--- src/rtl/step_shaper.sv ---
// Step/direction shaper: turns raw step edges from the motion engine into
// driver-legal pulses with fixed width, minimum gap and direction setup/hold.
module step_shaper #(
    parameter int MOTORS    = 3,
    parameter int CNT_W     = 8,
    parameter int PULSE_W   = 8,
    parameter int DIR_SETUP = 4,
    parameter int GAP_W     = 8
) (
    input  logic              clk,
    input  logic              reset,
    input  logic [MOTORS-1:0] step_in,
    input  logic [MOTORS-1:0] dir_in,
    input  logic              ovr_clr,
    output logic [MOTORS-1:0] step_out,
    output logic [MOTORS-1:0] dir_out,
    output logic [MOTORS-1:0] busy,
    output logic [MOTORS-1:0] overrun
);

    localparam logic [1:0] S_IDLE  = 2'd0;
    localparam logic [1:0] S_SETUP = 2'd1;
    localparam logic [1:0] S_PULSE = 2'd2;
    localparam logic [1:0] S_GAP   = 2'd3;

    localparam logic [CNT_W-1:0] SETUP_INIT = CNT_W'(DIR_SETUP - 1);
    localparam logic [CNT_W-1:0] PULSE_INIT = CNT_W'(PULSE_W - 1);
    localparam logic [CNT_W-1:0] GAP_INIT   = CNT_W'(GAP_W - 1);

    logic [MOTORS-1:0] s1_q, s2_q, d1_q;

    // Edge detectors come out of reset high so a step line already high is not a new edge.
    always_ff @(posedge clk or negedge reset) begin
        if (!reset) begin
            s1_q <= '1;
            s2_q <= '1;
            d1_q <= '0;
        end else begin
            s1_q <= step_in;
            s2_q <= s1_q;
            d1_q <= dir_in;
        end
    end

    for (genvar m = 0; m < MOTORS; m++) begin : g_motor
        logic             push, pop, drop;
        logic [1:0]       fill_q, fill_d;
        logic             head_q, head_d, tail_q, tail_d;
        logic             ovr_q, ovr_d;
        logic [1:0]       state_q, state_d;
        logic [CNT_W-1:0] cnt_q, cnt_d;
        logic             step_q, step_d, dir_q, dir_d;

        // Two-entry direction queue; a pop shifts the tail into the head slot.
        always_comb begin
            push   = s1_q[m] & ~s2_q[m];
            pop    = (state_q == S_IDLE) && (fill_q != 2'd0);
            drop   = push && !pop && (fill_q == 2'd2);
            head_d = head_q;
            tail_d = tail_q;
            fill_d = fill_q;
            case ({push, pop})
                2'b10: begin
                    if (fill_q == 2'd0) begin
                        head_d = d1_q[m];
                        fill_d = 2'd1;
                    end else if (fill_q == 2'd1) begin
                        tail_d = d1_q[m];
                        fill_d = 2'd2;
                    end
                end
                2'b01: begin
                    head_d = tail_q;
                    fill_d = fill_q - 2'd1;
                end
                2'b11: begin
                    if (fill_q == 2'd1) begin
                        head_d = d1_q[m];
                    end else begin
                        head_d = tail_q;
                        tail_d = d1_q[m];
                    end
                end
                default: ;
            endcase
            ovr_d = drop | (ovr_q & ~ovr_clr);
        end

        always_comb begin
            state_d = state_q;
            cnt_d   = cnt_q;
            step_d  = step_q;
            dir_d   = dir_q;
            case (state_q)
                S_IDLE: begin
                    if (pop) begin
                        if (head_q != dir_q) begin
                            dir_d   = head_q;
                            cnt_d   = SETUP_INIT;
                            state_d = S_SETUP;
                        end else begin
                            step_d  = 1'b1;
                            cnt_d   = PULSE_INIT;
                            state_d = S_PULSE;
                        end
                    end
                end
                S_SETUP: begin
                    if (cnt_q == '0) begin
                        step_d  = 1'b1;
                        cnt_d   = PULSE_INIT;
                        state_d = S_PULSE;
                    end else begin
                        cnt_d = cnt_q - 1'b1;
                    end
                end
                S_PULSE: begin
                    if (cnt_q == '0) begin
                        step_d  = 1'b0;
                        cnt_d   = GAP_INIT;
                        state_d = S_GAP;
                    end else begin
                        cnt_d = cnt_q - 1'b1;
                    end
                end
                default: begin
                    if (cnt_q == '0) begin
                        state_d = S_IDLE;
                    end else begin
                        cnt_d = cnt_q - 1'b1;
                    end
                end
            endcase
        end

        always_ff @(posedge clk or negedge reset) begin
            if (!reset) begin
                fill_q  <= 2'd0;
                head_q  <= 1'b0;
                tail_q  <= 1'b0;
                ovr_q   <= 1'b0;
                state_q <= S_IDLE;
                cnt_q   <= '0;
                step_q  <= 1'b0;
                dir_q   <= 1'b0;
            end else begin
                fill_q  <= fill_d;
                head_q  <= head_d;
                tail_q  <= tail_d;
                ovr_q   <= ovr_d;
                state_q <= state_d;
                cnt_q   <= cnt_d;
                step_q  <= step_d;
                dir_q   <= dir_d;
            end
        end

        assign step_out[m] = step_q;
        assign dir_out[m]  = dir_q;
        assign overrun[m]  = ovr_q;
        assign busy[m]     = (state_q != S_IDLE) || (fill_q != 2'd0);
    end

endmodule

--- config.mk ---
export PLATFORM = sky130hd
export DESIGN_NAME = step_shaper
export DESIGN_NICKNAME = d
export VERILOG_FILES = /design/src/rtl/step_shaper.sv
export SDC_FILE = /design/constraint.sdc
export NUM_CORES = 1
export LEC_CHECK = 0
export CORE_MARGIN = 4
export CORE_UTILIZATION = 60
export CTS_CLUSTER_SIZE = 30
export DETAILED_ROUTE_END_ITERATION = 12
export PLACE_DENSITY_LB_ADDON = 0.25
export SLEW_MARGIN = 20
export SYNTH_ARGS = -nofsm -noshare
export SYNTH_HDL_FRONTEND = slang
export SYNTH_SLANG_ARGS = --single-unit
--- constraint.sdc ---
create_clock -name clk -period 2.8 [get_ports clk]
set_clock_uncertainty 0.1 [all_clocks]
set_input_delay 0.56 -clock clk [delete_from_list [all_inputs] [get_ports clk]]
set_output_delay 0.56 -clock clk [all_outputs]
set_load 0.02 [all_outputs]
==> flow_summary_export.csv <==
group,metric,value,unit
global_route,wire_length_of_the_first_global_routing_pass,13.08,mm
die,ioPinCount,21,
critical_path,setup.reg_to_reg.worst_slack,0.50,ns
logic_synthesis,synth.top_cells.by_area,"dfrtp_1 (36%), ha_1 (8.4%), dfstp_2 (4.2%), o21ai_0 (3.4%), a21oi_1 (3.2%)",
routing,finalWirelength,7.359,mm
clock_tree,clkSinkCount,60,
hold_path,timing.hold.worst.class,"in -> async",
placement,post_detailed_placement_half_perimeter_wirelength,5.358,mm
logic_synthesis,synth.top_cells.by_count,"dfrtp_1 (54), nand2_1 (30), inv_1 (29), ha_1 (25), o21ai_0 (25)",
global_route,number_of_global_route_vias_before_repair,2861,
routing,drc,0,
logic_synthesis,yosysTopAreaCellShare,36.38,%
job,max_cap_viol_count,0,
logic_synthesis,synth_cells,389,
placement,io_buffer_count,20,
finish,seqCellArea,1509,um^2
sta,setup-tns-final,0,ns
die,floorplan.die.width,86.69,um
die,std_cell_rows,28,
outcome,run_status,"completed",
global_route,groute.usage.overall,21.87,%
logic_synthesis,synthMostInstantiatedCell,"dfrtp_1",
critical_path,critPathLaunchType,"flip-flop",
clock_tree,tritoncts.num_buffers,9,
finish,fillerInstances,454,
sta,layout_worst_path_cycle_share,95.12,%
placement,dp_worst_setup_slack,0.4666,ns
logic_synthesis,synth_cell_type_count,60,
clock_tree,cts.reportedPaths.clkPinSlew,0.07,ns
routing,wire_per_inst,15.11,um
finish,post_route_cells_drive_above_1_share,14.08,%
die,floorplan.core_area,5956,um^2
clock_tree,clock_path_buffers,2,
logic_synthesis,yosysWarnings,0,
sta,max-slew-margin-rel,63.18,%
routing,detailedRoute.firstPassIterationCount,4,
sta,drv_slew,0,
logic_synthesis,netlist_area,3715,um^2
routing,vias_per_cell,5.977,
sta,timing_hold_violations_final,0,
finish,multiInputGateArea,1968,um^2
critical_path,crit_path_end_kind,"output port",
logic_synthesis,synth_enable_flop_cells,0,
global_route,antenna_violations_before_repair,0,
die,die_area,7514,um^2
clock_tree,postCtsResizedCells,0,
sta,clock.fmax,375.5,MHz
power,power_density,1277,nW/um^2
power,peakVddDrop,0.7373,mV
die,dieHeight,86.69,um
logic_synthesis,synthesis.area_per_instance,9.550,um^2
critical_path,worst-endpoint-arrival,2.00,ns
clock_tree,clk_latency,0.34,ns
critical_path,worst-path-max-fanout,10,
placement,gp_congestion,0.8705,
logic_synthesis,post-synth-top-area-cell,"dfrtp_1",
global_route,largest_net_degree_at_the_start_of_global_routing,26,
power,power_leakage,1.801,nW
logic_synthesis,synth-seq-cells,60,
routing,detailroute.via_count,2911,
sta,worstMarginPinSlew,0.5523,ns
clock_tree,clockRootBuffer,"clkbuf_8",
finish,postLayoutCoreUtil,69.77,%
clock_tree,cts.repair_timing.setup_buffer_count,0,
logic_synthesis,synth_fp_nets,423,
logic_synthesis,ys_async_sr_fraction,100.0,%
sta,setup_violations_final,0,
clock_tree,cts_htree_levels,3,
finish,finish.net_count,441,
finish,antennaDiodeCount,0,
die,start_util,62.37,%
sta,layout_min_cycle_time,2.663,ns
sta,finalWorstSetupSlack,0.1367,ns
sta,rsz_0062_raised_after_global_routing,"no",
logic_synthesis,synth-main-ff-cell,"dfrtp_1",
critical_path,critical_path_class,"reg -> out",
critical_path,worst-endpoint-required,2.14,ns
placement,numPlacedInstances,471,
clock_tree,cts_tree,"yes",
routing,antenna_violation_net_count_after_detailed_routing,0,
routing,drt_first_iter_violations,161,
clock_tree,ctsHoldBuffers,0,
finish,area_growth_syn_to_layout,11.86,%
logic_synthesis,synth_seq_area_share,40.62,%
global_route,grt_remaining_overflow,0,
finish,final_cell_count_no_fill,487,
## state kept, by name, indices dropped and copies added (netlist names)
register	count
g_motor.tail_q	3
g_motor.ovr_q	3
g_motor.fill_q	6
g_motor.step_q	3
g_motor.head_q	3
g_motor.state_q	6
s1_q	3
g_motor.dir_q	3
s2_q	3
d1_q	3
g_motor.cnt_q	24
## critical path, stage by stage, from the launching register on
cell	delay [ns]
dfrtp_1	0.43
inv_1	0.10
ha_1	0.22
and2_2	0.24
inv_1	0.08
clkdlybuf4s50_1	0.59
## report_power, final
part	internal [mW]	switching, mW	total (mW)
clock	0.457	0.348	0.804
sequential	1.21	0.331	1.54
combinational	1.34	1.62	2.97
## layout make-up
cell class / instances / area share, %
Inverter: 29 / 2.620
Multi-Input combinational cell: 277 / 47.37
Tap cell: 75 / 2.258
Clock inverter: 4 / 1.144
Sequential cell: 60 / 36.31
Timing Repair Buffer: 30 / 6.564
Clock buffer: 12 / 3.734
## stage by stage
step	hold slack [ns]	cell area, um^2	power (mW)
3_3_place_gp	0.2646	3949	4.368
6_report	0.1040	4155	5.308
3_5_place_dp	0.2717	3949	4.491
5_1_grt	0.1469	4155	5.785
2_1_floorplan	0.1644	3715	3.814
4_1_cts	0.1116	4151	5.318
## logic make-up after synthesis
group | after synthesis | share of synthesized area, %
buffers and inverters | 52 | 6.433
DFF | 60 | 40.62
muxes | 15 | 4.345
adders and majority gates | 25 | 8.420
AOI/OAI and AO/OA | 103 | 19.67
and+or+nand+nor | 124 | 18.15
xor gates and xnor gates | 10 | 2.358
## path summary, 6_finish.rpt
check	depth (start not counted)	start	endpoint
min in group clk	0	s1_q[1]	s2_q[1]
min reg2reg	0	s1_q[1]	s2_q[1]
max	5	g_motor[1].state_q[0]	busy[1]
min	1	reset	g_motor[2].cnt_q[2]
max in group asynchronous	2	reset	s2_q[0]
max reg2reg	6	g_motor[1].cnt_q[0]	g_motor[1].cnt_q[6]
## layer usage
metal / vias to the layer above / share of wire, % / GRT usage [%]
met4: 0 / 1.8 / 9.065
met3: 14 / 3.7 / 4.848
met5: - / 0 / 0
met1: 1426 / 46 / 28.00
met2: 51 / 48 / 35.81
li1: 1420 / - / -
## cells in the final DEF, fill, tap and decap left out, types with 9 or more instances in the layout
cell type and n:
a21oi_1 24, dfrtp_1 54, o21ai_0 25, clkbuf_8 11
mux2_2 9, nor3_1 10, nor2b_1 9, clkdlybuf4s50_1 18
ha_1 25, inv_1 29, buf_4 10, nor2_1 24
nand2_1 30, nand3_1 15
Power figures use the tool's default switching activity.
